### src/rtl/register_bank_pkg.sv
// Shared definitions for the input selector and the register bank: controller state
// encoding and default bank geometry.
package register_bank_pkg;

    localparam int DATA_WIDTH_DEF  = 4;
    localparam int REGS_INPUTS_DEF = 64;

    typedef enum logic [1:0] {
        IDLE  = 2'd0,
        BURST = 2'd1,
        CLEAR = 2'd2
    } bankState_t;

endpackage

### src/rtl/register_bank_ctrl.sv
// bank_ctrl: write sequencer for the register bank (single write, burst, clear sweep).
// The clear sweep exists only when REG_BANK_CLEAR_EN is defined.
module bank_ctrl
    import register_bank_pkg::*;
#(
    parameter int REGS_INPUTS = REGS_INPUTS_DEF,
    localparam int AW = $clog2(REGS_INPUTS)
) (
    input  logic          wClk,
    input  logic          wRst_n,
    input  logic          wWrite,
    input  logic          wBurst,
    input  logic          wClear,
    input  logic [AW-1:0] wAddr,
    input  logic [AW-1:0] wLen,
    output logic          wrEn,
    output logic [AW-1:0] wrAddr,
    output logic          clrSel,
    output logic          wBusy,
    output logic          wDone,
    output bankState_t    wState
);

    // Requests are level-sampled: one is taken on an edge only while in IDLE
    // (priority clear > burst > write); anything seen while busy is dropped.
    bankState_t    state, nextState;
    logic [AW-1:0] ptr, nextPtr;
    logic [AW-1:0] rem, nextRem;
    logic          doneNext;

`ifndef REG_BANK_CLEAR_EN
    logic unusedClear;
    assign unusedClear = wClear;
`endif

    always_comb begin
        nextState = state;
        nextPtr   = ptr;
        nextRem   = rem;
        wrEn      = 1'b0;
        wrAddr    = ptr;
        clrSel    = 1'b0;
        doneNext  = 1'b0;
        case (state)
            IDLE: begin
`ifdef REG_BANK_CLEAR_EN
                if (wClear) begin
                    nextState = CLEAR;
                    nextPtr   = '0;
                end else
`endif
                if (wBurst || wWrite) begin
                    wrEn    = 1'b1;
                    wrAddr  = wAddr;
                    nextPtr = AW'(wAddr + 1'b1);
                    nextRem = wLen;
                    if (wBurst && (wLen != '0)) nextState = BURST;
                    else                        doneNext  = 1'b1;
                end
            end
            BURST: begin
                wrEn    = 1'b1;
                nextPtr = AW'(ptr + 1'b1);
                nextRem = AW'(rem - 1'b1);
                if (rem == AW'(1)) begin
                    nextState = IDLE;
                    doneNext  = 1'b1;
                end
            end
`ifdef REG_BANK_CLEAR_EN
            CLEAR: begin
                wrEn    = 1'b1;
                clrSel  = 1'b1;
                nextPtr = AW'(ptr + 1'b1);
                if (ptr == AW'(REGS_INPUTS - 1)) begin
                    nextState = IDLE;
                    doneNext  = 1'b1;
                end
            end
`endif
            default: nextState = IDLE;
        endcase
    end

    always_ff @(posedge wClk or negedge wRst_n) begin
        if (!wRst_n) begin
            state <= IDLE;
            ptr   <= '0;
            rem   <= '0;
            wBusy <= 1'b0;
            wDone <= 1'b0;
        end else begin
            state <= nextState;
            ptr   <= nextPtr;
            rem   <= nextRem;
            wBusy <= (nextState != IDLE);
            wDone <= doneNext;
        end
    end

    assign wState = state;

endmodule

### src/rtl/register_bank.sv
// register_bank: REGS_INPUTS x DATA_WIDTH storage fed by the selector, exported as a flat bus.
// Optional clear sweep enabled by defining REG_BANK_CLEAR_EN.
module register_bank
    import register_bank_pkg::*;
#(
    parameter int DATA_WIDTH  = DATA_WIDTH_DEF,
    parameter int REGS_INPUTS = REGS_INPUTS_DEF,
    localparam int AW = $clog2(REGS_INPUTS)
) (
    input  logic                          wClk,
    input  logic                          wRst_n,
    input  logic                          wWrite,
    input  logic                          wBurst,
    input  logic                          wClear,
    input  logic [AW-1:0]                 wAddr,
    input  logic [AW-1:0]                 wLen,
    input  logic [DATA_WIDTH-1:0]         wDataIn,
    output logic [REGS_INPUTS*DATA_WIDTH-1:0] wDataRegs,
    output logic                          wBusy,
    output logic                          wDone,
    output bankState_t                    wState
);

    logic [DATA_WIDTH-1:0] regs [REGS_INPUTS];
    logic                  wrEn;
    logic [AW-1:0]         wrAddr;
    logic                  clrSel;

    bank_ctrl #(.REGS_INPUTS(REGS_INPUTS)) uCtrl (
        .wClk   (wClk),
        .wRst_n (wRst_n),
        .wWrite (wWrite),
        .wBurst (wBurst),
        .wClear (wClear),
        .wAddr  (wAddr),
        .wLen   (wLen),
        .wrEn   (wrEn),
        .wrAddr (wrAddr),
        .clrSel (clrSel),
        .wBusy  (wBusy),
        .wDone  (wDone),
        .wState (wState)
    );

    always_ff @(posedge wClk or negedge wRst_n) begin
        if (!wRst_n) begin
            for (int k = 0; k < REGS_INPUTS; k++) regs[k] <= '0;
        end else if (wrEn) begin
            regs[wrAddr] <= clrSel ? '0 : wDataIn;
        end
    end

    // Read side is purely combinational: entry k sits at bits [k*DATA_WIDTH +: DATA_WIDTH].
    for (genvar g = 0; g < REGS_INPUTS; g++) begin : gPack
        assign wDataRegs[g*DATA_WIDTH +: DATA_WIDTH] = regs[g];
    end

endmodule

### config.mk
export PLATFORM = sky130hd
export DESIGN_NAME = register_bank
export DESIGN_NICKNAME = d
export VERILOG_FILES = /design/src/rtl/register_bank_pkg.sv /design/src/rtl/register_bank_ctrl.sv /design/src/rtl/register_bank.sv
export SDC_FILE = /design/constraint.sdc
export NUM_CORES = 1
export LEC_CHECK = 0
export BUFFER_PORTS_ARGS = -buffer_cell sky130_fd_sc_hd__buf_2
export CAP_MARGIN = 5
export CORE_MARGIN = 10
export CORE_UTILIZATION = 53
export CTS_CLUSTER_DIAMETER = 120
export DETAILED_ROUTE_END_ITERATION = 6
export PLACE_DENSITY_LB_ADDON = 0.25
export SYNTH_ARGS = -nofsm -noshare
export SYNTH_HDL_FRONTEND = slang
export SYNTH_SLANG_ARGS = --single-unit
### constraint.sdc
create_clock -name wClk -period 3.39 [get_ports wClk]
set_clock_uncertainty 0.05 [all_clocks]
set_input_delay 0.1695 -clock wClk [delete_from_list [all_inputs] [get_ports wClk]]
set_output_delay 0.1695 -clock wClk [all_outputs]
set_load 0.005 [all_outputs]
==> impl_results.md, run 1 <==
- Placed inst area: about 13000 um^2
- Period utilization: 0.8431
- CTS tree: yes
- LEAKAGE: ~7.4 nW
- Area contributors post-synth: dfrtp_1 (61%), mux2_2 (26%), nand2_1 (1.6%)
- Seq/Total Area, Yosys: 0.6133
- Slowest-stage cell, CP: a211oi_2
- Height of the chip: 164.7 um
- Clock slew at reported path FFs: ~60 ps
- Share of cells above drive strength 1: 0.5538
- Slowest stage delay, CP: between 700 and 800 ps
- Via density: 5.511
- Logic pwr share: 0.247
- Routability congestion estimate: 0.8860
- Initial DRC count: 468
- Share of the synthesized area in the top cell type: 0.6133
- Worst EP required: between 3000 and 4000 ps
- Worst min path class: primary input to flip-flop
- Worst hold stages: 4
- Largest net degree at the start of global routing: 105
- DR pass1 iterations: 4
- RSZ-0062 raised after global routing: false
- Crit path DAT: between 3000 and 4000 ps
- Area growth from synthesis to layout: 25.32%
- Clock share of power: 0.302
- DP Worst Slack: ~530 ps
- # IOs: between 200 and 300
- TNS Setup: 0 ps
- TritonCTS Sinks: 272
- Gate Count Post-Synth: about 780
- VDD IR max: ~0.50 mV
- Final setup fails: 0
- Layout Nets: ~1.1k
- Area leader, netlist: dfrtp_1
- Die width: between 150 and 200 um
- Critical path depth: 5
- Grt ovf: 0
- Tot GR Track Use: 0.2215
- Measured slew at the worst slew-check pin: 872.8 ps
- Crit path launch type: flip-flop
- Int Pwr: 7.496 mW
- CP cell instances: or2_1, o21ai_0, a211oi_2, nand2_1, mux2_2
- Final worst slack: 531.9 ps
- Asr flop ratio synth: 1.000
- Mapped Area: 11100 um^2
- DP HPWL: approximately 21000 um
- Number of flops mapped to enable cells by yosys: 0
- Crit Path Max Fanout: 14
- Most common flop cell mapped by yosys: dfrtp_1
- Cell area after layout: 13910 um^2
- DR DRC count: 0
- Vias in the first global route: roughly 8.0k
- Layout Cells excl Fill: between 1k and 1.5k
- Yosys warns: 0
- CTS Buffer Depth: 3
- Final Critical Period: approximately 2900 ps
- Core area: slightly above 20000 um^2
- PortBufs: ~280
- Flop pwr share: 0.451
- Die footprint: ~27000 um^2
- Routed wire length: 30980 um
- FMAX: roughly 350 MHz
- Hold_ws: 31.42 ps
- Final slew viol count: 0
- Clock Latency Late Sink: roughly 540 ps
- Max-cap violations: 0
- Layout Utilization: 0.6808
- Clk root buf: clkbuf_16
- Switch Pwr: around 3.0 mW
- Row cnt: 52
- WL/cell: approximately 23 um
- Starting Density: 0.5432
- Total Power: ~10 mW
- CTS Buf Count: 28
- H-tree levels: 1
- P per Cell Area: 752.3 nW/um^2
- Flops & latches, synth: roughly 270
- Antenna viol nets, final: 0
- Status: finished, final reports clean
- Slew HR: 0.4120
- R2R cell count: 5
- DP Cell Count: between 1k and 1.5k
- Netlist cell types: 53
- Final Hold Fails: 0
- First-pass GRT wire length: between 40000 and 50000 um
- Sw frac: 0.2836
- Fillers: around 1.5k
- Family with the most delay on the worst path: compound AO/OA/AOI/OAI gates
- Antenna violations before repair: 0
- Crit. End Element: flip-flop
- Syn Nets: around 800
- CP bufs+invs: 0
- Via count: between 7k and 8k
- Post-Syn Area per Cell: roughly 14 um^2
- Crit path kind: flip-flop to flip-flop
==> final cells by class <==
class,count,area (um^2),share of cell area
diodes,1,2.502,0.0001799
clock buffers,41,830.8,0.05973
clock inverters,10,127.6,0.009176
inverters,2,7.507,0.0005398
multi-input cells,463,4124,0.2965
flip-flops and latches,272,6807,0.4894
well taps,270,337.8,0.02429
repair buffers,308,1672,0.1202
==> sequential cells by signal, indices dropped and copies added, names as in the netlist <==
signal	flops
uCtrl.wDone	1
uCtrl.wState	2
uCtrl.wBusy	1
uCtrl.rem	6
uCtrl.ptr	6
wDataRegs	256
==> what timing repair did <==
action | CTS | global route
setup buffers | 0 | 0
endpoints found under the setup margin | 0 | 0
gates resized for setup | 0 | 0
endpoints found under the hold margin | 109 | 0
hold buffers | 9 | 0
==> worst reg2reg max path: cells and delay by family, from the launching register on <==
family          cells  cell delay [ps]
mux                 1              340
compound gates      2             1120
simple gates        2              740
flops               1              500
==> power groups by stage <==
stage | clock (mW) | sequential, mW | combinational, mW
after floorplan | 0 | 4.78 | 1.06
after global placement | 0 | 4.72 | 2.56
after global routing | 3.35 | 4.83 | 2.82
final | 3.16 | 4.72 | 2.58
after detailed placement | 0 | 4.76 | 2.62
after CTS | 3.23 | 4.72 | 2.64
==> placed cells by master, fill, tap and decap left out, types with 5 or more instances in the layout <==
| cell type | instances |
|---|---|
| a211o_1 | 7 |
| a211oi_1 | 6 |
| a21oi_1 | 8 |
| and3_1 | 5 |
| buf_2 | 278 |
| buf_4 | 18 |
| clkbuf_1 | 6 |
| clkbuf_16 | 29 |
| clkbuf_8 | 6 |
| clkinv_2 | 6 |
| dfrtp_1 | 272 |
| dlygate4sd3_1 | 9 |
| mux2_2 | 253 |
| mux2i_1 | 6 |
| nand2_1 | 47 |
| nor2_1 | 44 |
| nor2b_1 | 8 |
| o21ai_0 | 11 |
==> metal layers <==
metal,part of all wire,track usage
met5,0,0
met4,0.025,0.06522
met3,0.079,0.06074
met2,0.50,0.3723
met1,0.40,0.2744
==> synth_stat cells, types with 3 or more instances <==
cell	n
a211o_1	7
a211oi_1	6
a21oi_1	8
a221o_1	3
a22oi_1	3
a31oi_1	4
and3_1	5
buf_1	6
clkbuf_1	34
dfrtp_1	272
ha_1	3
mux2_1	4
mux2_2	253
mux2i_1	6
nand2_1	47
nand2b_1	4
nand3_1	4
nand4b_1	3
nor2_1	44
nor2b_1	8
o211ai_1	4
o21a_1	3
o21ai_0	11
==> final timing paths <==
kind | end | from | slack [ps]
worst max register to register | wDataRegs[2] | uCtrl.wState[0] | 530
worst min-delay path | uCtrl.ptr[5] | wAddr[5] | 30
min in group asynchronous | wDataRegs[109] | wRst_n | 220
max in group asynchronous | wDataRegs[215] | wRst_n | 2130
worst min register to register | wDataRegs[13] | wDataRegs[13] | 450
worst max-delay path | wDataRegs[2] | uCtrl.wState[0] | 530
==> kinds of logic after synthesis <==
| family | Yosys count | share of synthesized area |
|---|---|---|
| adders and majority gates | 3 | 0.003383 |
| and+or+nand+nor | 127 | 0.05254 |
| buffers and inverters | 44 | 0.01511 |
| AOI/OAI and AO/OA | 67 | 0.04758 |
| other | 1 | 0.0003379 |
| muxes | 263 | 0.2662 |
| xor gates and xnor gates | 2 | 0.001579 |
| DFF | 272 | 0.6133 |
Note: power is estimated with default switching activity, not from simulation.
==> inputs of run 2 (changes only) <==
Clock period 3.39 ns to 2.96 ns, I/O delays scaled along.
==> impl_results.md, run 2 (synthesis results as in run 1) <==
- Antenna cells: 0 (was 1)
- Largest net degree at the start of global routing: 94 (was 105)
- Via count: 7647 (was 7534)
- Crit path launch type: flip-flop (unchanged)
- Worst hold stages: 6 (was 4)
- Via density: 5.553 (was 5.511)
- Initial DRC count: 525 (was 468)
- Max-cap violations: 0 (unchanged)
- Commonest non-fill, non-tap cell in the layout: buf_2 (unchanged)
- R2R Setup Slk: 150 ps (was 530 ps)
- Final slew viol count: 0 (unchanged)
- RSZ-0062 raised after global routing: false (unchanged)
- # IOs: 281 (unchanged)
- Grt ovf: 0 (unchanged)
- WL/cell: 22.21 um (was 22.66 um)
- Family with the most delay on the worst path: simple AND/OR/NAND/NOR gates (was compound AO/OA/AOI/OAI gates)
- Commonest non-fill, non-tap cells in the layout: buf_2 (278), dfrtp_1 (272), mux2_2 (253) (unchanged)
- Tot GR Track Use: 0.2212 (was 0.2215)
- FMAX: 356.2 MHz (was 349.9 MHz)
- Layout Nets: 1109 (was 1099)
- Total Power: 11.93 mW (was 10.46 mW)
- Crit path DAT: 3180 ps (was 3220 ps)
- TritonCTS Sinks: 272 (unchanged)
- Measured slew at the worst slew-check pin: 843.1 ps (was 872.8 ps)
- Height of the chip: 164.7 um (unchanged)
- CP cell instances: or2_1, or4_1, a221oi_2, nand2_1, mux2_1 (was or2_1, o21ai_0, a211oi_2, nand2_1, mux2_2)
- Max reg flops: 256 (unchanged)
- Hold Startpoint: wAddr[0] (was wAddr[5])
- Share of cells above drive strength 1: 0.5601 (was 0.5538)
- H-tree levels: 1 (unchanged)
- Reg2reg start: uCtrl.wState[1] (was uCtrl.wState[0])
- Layout Utilization: 0.6850 (was 0.6808)
- LEAKAGE: 7.494 nW (was 7.438 nW)
- DP HPWL: 21180 um (was 21260 um)
- Crit. End Element: flip-flop (unchanged)
- Vias in the first global route: 8005 (was 7966)
- Final Hold Fails: 0 (unchanged)
- Routed wire length: 30590 um (was 30980 um)
- PostCTS Resize Cnt: 0 (unchanged)
- Slowest-stage cell, CP: or4_1 (was a211oi_2)
- CTS Buf Count: 29 (was 28)
- Row cnt: 52 (unchanged)
- R2R cell count: 5 (unchanged)
- Area growth from synthesis to layout: 26.10% (was 25.32%)
- PortBufs: 279 (unchanged)
- Routability congestion estimate: 0.8642 (was 0.8860)
- Post-CTS Hold Fix Bufs: 11 (was 9)
- Starting Density: 0.5432 (unchanged)
- Die width: 164.7 um (unchanged)
- Die footprint: 27130 um^2 (unchanged)
- DP Cell Count: 1313 (was 1306)
- Worst min path class: primary input to flip-flop (unchanged)
- Crit path kind: flip-flop to flip-flop (unchanged)
- CTS Buffer Depth: 3 (unchanged)
- Final Critical Period: 2807 ps (was 2858 ps)
- WHS Endpoint: uCtrl.ptr[1] (was uCtrl.ptr[5])
- Postcts setup bufs: 0 (unchanged)
- Slew HR: 0.4354 (was 0.4120)
- CTS tree: yes (unchanged)
- Worst EP required: 3340 ps (was 3750 ps)
- Antenna violations before repair: 0 (unchanged)
- DR DRC count: 0 (unchanged)
- Antenna viol nets, final: 0 (unchanged)
- DR pass1 iterations: 5 (was 4)
- Crit Path Max Fanout: 14 (unchanged)
- VDD IR max: 0.7804 mV (was 0.4951 mV)
- First-pass GRT wire length: 46970 um (was 47040 um)
- Clock Latency Late Sink: 540 ps (about the same)
- Slowest stage delay, CP: 540 ps (was 720 ps)
- Status: finished, final reports clean (unchanged)
- Clk root buf: clkbuf_16 (unchanged)
- Worst r2r dst: wDataRegs[13] (was wDataRegs[2])
- Core area: 20430 um^2 (unchanged)
- Clock slew at reported path FFs: 60 ps (about the same)
- Final setup fails: 0 (unchanged)
- Period utilization: 0.9485 (was 0.8431)
- Layout Cells excl Fill: 1377 (was 1367)
- TNS Setup: 0 ps (unchanged)
- P per Cell Area: 852.8 nW/um^2 (was 752.3 nW/um^2)
- CP bufs+invs: 0 (unchanged)
-- run 2: cell count changes in the layout (fill, tap and decap cells not counted) --
cell / change
clkbuf_1: -4
diode_2: -1
bufinv_16: -2
buf_4: +6
buf_12: +1
dlygate4sd3_1: +2
clkinv_2: +3
inv_6: +1
inv_16: +1
clkbuf_8: +2
clkinvlp_4: +1
-- run 2: through the flow --
stage	instance area, um^2	hold slack (ps)	setup slack [ps]
CTS	13990	23.65	193.2
finish	13990	37.29	152.6
detailed placement	12920	179.0	201.2
global route	13990	78.17	30.67
floorplan	11100	-197.6	446.5
global placement	12920	178.4	271.2
-- run 2: worst register-to-register path: stages (launching register included) --
cell      delay (ps)
dfrtp_1          460
or2_1            420
or4_1            540
a221oi_2         540
nand2_1          310
mux2_1           370
-- run 2: area by class of cell --
| type | instances | area, um^2 |
|---|---|---|
| Timing Repair Buffer | 317 | 1757 |
| Multi-Input combinational cell | 463 | 4124 |
| Sequential cell | 272 | 6807 |
| Clock buffer | 39 | 843.3 |
| Fill cell | 1502 | 6435 |
| Clock inverter | 14 | 118.9 |
| Inverter | 2 | 7.507 |
| Tap cell | 270 | 337.8 |
-- run 2: power breakdown --
part / switching, mW / total [mW] / internal [mW]
sequential: 0.607 / 5.41 / 4.80
combinational: 1.35 / 2.95 / 1.60
clock: 1.48 / 3.57 / 2.09
total: 3.44 / 11.9 / 8.50
-- run 2: worst max-delay path by stage --
stage | startpoint | endpoint | slack, ps | cells after the start
final | uCtrl.wState[1] | wDataRegs[13] | 150 | 5
after global routing | uCtrl.wState[1] | wDataRegs[68] | 30 | 5
after CTS | uCtrl.wState[1] | wDataRegs[13] | 190 | 5
after detailed placement | uCtrl.wState[1] | wDataRegs[6] | 200 | 6
after global placement | uCtrl.wState[1] | wDataRegs[68] | 270 | 5
after floorplan | uCtrl.wState[0] | wDataRegs[28] | 450 | 7
-- run 2: layer usage --
metal | global-route usage | routed length (um)
met5 | 0 | 0
met4 | 0.07005 | 958
met3 | 0.06497 | 2419
met2 | 0.3753 | 15420
met1 | 0.2665 | 11790
==> inputs of run 3 (changes only) <==
Settings changed: ABC_AREA set to 1, CORE_UTILIZATION 53 to 54.
==> impl_results.md, run 3 <==
- RSZ-0062 raised after global routing: false (unchanged)
- Initial DRC count: 764 (was 525)
- PostCTS Resize Cnt: 0 (unchanged)
- H-tree levels: 1 (unchanged)
- Grt ovf: 0 (unchanged)
- Fillers: 1664 (was 1502)
- Antenna violations before repair: 0 (unchanged)
- FMAX: 389.6 MHz (was 356.2 MHz)
- DR pass1 iterations: 5 (unchanged)
- Worst EP required: 3330 ps (was 3340 ps)
- Most frequent cell after synthesis: nand2_1 (was dfrtp_1)
- Post-Syn Area per Cell: 8.391 um^2 (was 14.25 um^2)
- Measured slew at the worst slew-check pin: 869.6 ps (was 843.1 ps)
- WL/cell: 18.12 um (was 22.21 um)
- Synth Area in XOR/XNOR: 0.002287 (was 0.001578)
- Crit path DAT: 2940 ps (was 3180 ps)
- Routed wire length: 34670 um (was 30590 um)
- Routability congestion estimate: 0.8956 (was 0.8642)
- Crit Path Max Fanout: 20 (was 14)
- Asr flop ratio synth: 1.000 (unchanged)
- Gate Count Post-Synth: 1369 (was 779)
- Final setup fails: 0 (unchanged)
- CTS tree: yes (unchanged)
- Share of the synthesized area in the top cell type: 0.5925 (was 0.6133)
- CTS Buffer Depth: 3 (unchanged)
- Mux contribution to synthesized area: 0 (was 0.2662)
- Core area: 20960 um^2 (was 20430 um^2)
- Slew HR: 0.4202 (was 0.4354)
- Max reg flops: 256 (unchanged)
- Final slew viol count: 0 (unchanged)
- CP cell instances: nor2_2, nand2_2, nand2_1, nand2_1, nor2_4, buf_4, nand2_1, nand2_1, nand2_1 (was or2_1, or4_1, a221oi_2, nand2_1, mux2_1)
- Die width: 165.9 um (was 164.7 um)
- Flops & latches, synth: 272 (unchanged)
- CP bufs+invs: 1 (was 0)
- CTS Buf Count: 28 (was 29)
- Largest net degree at the start of global routing: 84 (was 94)
- Die footprint: 27510 um^2 (was 27130 um^2)
- Clock Latency Late Sink: 540 ps (about the same)
- DR DRC count: 0 (unchanged)
- Antenna cells: 0 (unchanged)
- Area leader, netlist: dfrtp_1 (unchanged)
- Multi-input gate area: 4220 um^2 (was 4124 um^2)
- LEAKAGE: 8.409 nW (was 7.494 nW)
- Synth top cells by count: nand2_1 (637), dfrtp_1 (272), nand3_1 (272) (was dfrtp_1 (272), mux2_2 (253), nand2_1 (47))
- P per Cell Area: 856.2 nW/um^2 (was 852.8 nW/um^2)
- Crit path kind: flip-flop to flip-flop (unchanged)
- Postcts setup bufs: 0 (unchanged)
- Mapped Area: 11490 um^2 (was 11100 um^2)
- Layout Nets: 1646 (was 1109)
- Status: finished, final reports clean (unchanged)
- Most common flop cell mapped by yosys: dfrtp_1 (unchanged)
- Slowest-stage cell, CP: dfrtp_1 (was or4_1)
- Largest family of logic cells by synthesized area: simple AND/OR/NAND/NOR gates (was multiplexers)
- Clk root buf: clkbuf_16 (unchanged)
- Via count: 10.43k (was 7647)
- Tot GR Track Use: 0.2450 (was 0.2212)
- PortBufs: 279 (unchanged)
- Synth Area in Adders: 0.003268 (was 0.003382)
- Commonest non-fill, non-tap cell in the layout: nand2_1 (was buf_2)
- TritonCTS Sinks: 272 (unchanged)
- Slowest stage delay, CP: 450 ps (was 540 ps)
- Area growth from synthesis to layout: 24.65% (was 26.10%)
- Crit. End Element: flip-flop (unchanged)
- Seq/Total Area, Yosys: 0.5925 (was 0.6133)
- Max-cap violations: 0 (unchanged)
- Vias in the first global route: 10.19k (was 8005)
- Yosys warns: 0 (unchanged)
- Simple-gate share of the synthesized area: 0.3423 (was 0.05254)
- Starting Density: 0.5482 (was 0.5432)
- Netlist cell types: 26 (was 53)
- Commonest non-fill, non-tap cells in the layout: nand2_1 (637), buf_2 (278), nand3_1 (272), dfrtp_1 (272), clkbuf_16 (28) (was buf_2 (278), dfrtp_1 (272), mux2_2 (253))
- Clock slew at reported path FFs: 60 ps (about the same)
- Final Critical Period: 2567 ps (was 2807 ps)
- CP most frequent cell: nand2_1
- Synth Area in Compound Gates: 0.01220 (was 0.04758)
- Via density: 5.447 (was 5.553)
- Syn Nets: 1393 (was 803)
- Sequential cell area: 6807 um^2 (unchanged)
- # IOs: 281 (unchanged)
- Row cnt: 53 (was 52)
- VDD IR max: 0.4771 mV (was 0.7804 mV)
- Height of the chip: 165.9 um (was 164.7 um)
- Period utilization: 0.8672 (was 0.9485)
- Final Hold Fails: 0 (unchanged)
- Share of cells above drive strength 1: 0.2349 (was 0.5601)
- Antenna viol nets, final: 0 (unchanged)
- Worst min path class: primary input to flip-flop (unchanged)
- Area contributors post-synth: dfrtp_1 (59%), nand2_1 (21%), nand3_1 (12%) (was dfrtp_1 (61%), mux2_2 (26%), nand2_1 (1.6%))
- TNS Setup: 0 ps (unchanged)
- Crit path launch type: flip-flop (unchanged)
- First-pass GRT wire length: 55900 um (was 46970 um)
- DP HPWL: 23230 um (was 21180 um)
- Layout Utilization: 0.6833 (was 0.6850)
- Number of flops mapped to enable cells by yosys: 0 (unchanged)
- Family with the most delay on the worst path: simple AND/OR/NAND/NOR gates (unchanged)
## run 3: cell types whose count changed after synthesis, moves of 8 or more
cell,previous run,this run
buf_2,2,60
nor2b_1,8,0
inv_1,2,21
nor2_1,44,26
nand3_1,4,272
nand2_1,47,637
mux2_2,253,0
nand2_2,0,9
a21oi_1,8,0
## run 3: timing repair
| action | in CTS | in global routing |
|---|---|---|
| endpoints found under the hold margin | 86 | 0 |
| hold buffers | 8 | 0 |
| setup endpoints to repair | 0 | 0 |
## run 3: cell type report
cell class	instances	share of cell area
Sequential cell	272	0.4754
Tap cell	275	0.02403
Clock inverter	13	0.01293
Inverter	24	0.006292
Clock buffer	34	0.05260
Multi-Input combinational cell	978	0.2947
Timing Repair Buffer	318	0.1340
## run 3: stage by stage
stage / std cells / cell area (um^2) / hold slack (ps) / worst slack [ps] / total power, mW
CTS: 1914 / 14320 / 47.76 / 413.9 / 12.36
global placement: 1859 / 13300 / 149.6 / 551.1 / 8.605
floorplan: 1369 / 11490 / -197.6 / 1217 / 6.838
finish: 1914 / 14320 / 74.41 / 393.1 / 12.26
global route: 1914 / 14320 / 105.2 / 228.9 / 12.99
detailed placement: 1859 / 13300 / 151.0 / 492.9 / 8.724
## run 3: report_power, final
group / internal, mW / switching (mW) / total, mW
clock: 2.15 / 1.45 / 3.60
combinational: 1.30 / 1.87 / 3.17
sequential: 4.80 / 0.688 / 5.49
## run 3: worst register-to-register path: cells and delay by family, from the launching register on
kind	cells	cell delay, ps
buf+inv	1	320
flops	1	450
simple gates	8	1620
## run 3: cells by family after synthesis
family | after synthesis
buffers and inverters | 119
xor gates and xnor gates | 3
other | 1
and+or+nand+nor | 948
DFF | 272
AOI/OAI and AO/OA | 23
adders and majority gates | 3
## run 3: worst paths after layout
check	startpoint	end	slack (ps)	cells after the start
setup / recovery	uCtrl.wState[0]	wDataRegs[186]	390	9
hold / removal	wAddr[5]	uCtrl.ptr[5]	70	6
setup reg to reg	uCtrl.wState[0]	wDataRegs[186]	390	9
hold reg to reg	wDataRegs[108]	wDataRegs[108]	410	2
max in group asynchronous	wRst_n	wDataRegs[179]	1860	3
min in group asynchronous	wRst_n	wDataRegs[213]	150	2
## run 3: routing by layer
metal | GRT usage | wire length (um)
met3 | 0.06744 | 3291
met4 | 0.1036 | 1433
met5 | 0 | 0
met2 | 0.3926 | 16400
met1 | 0.3067 | 13550
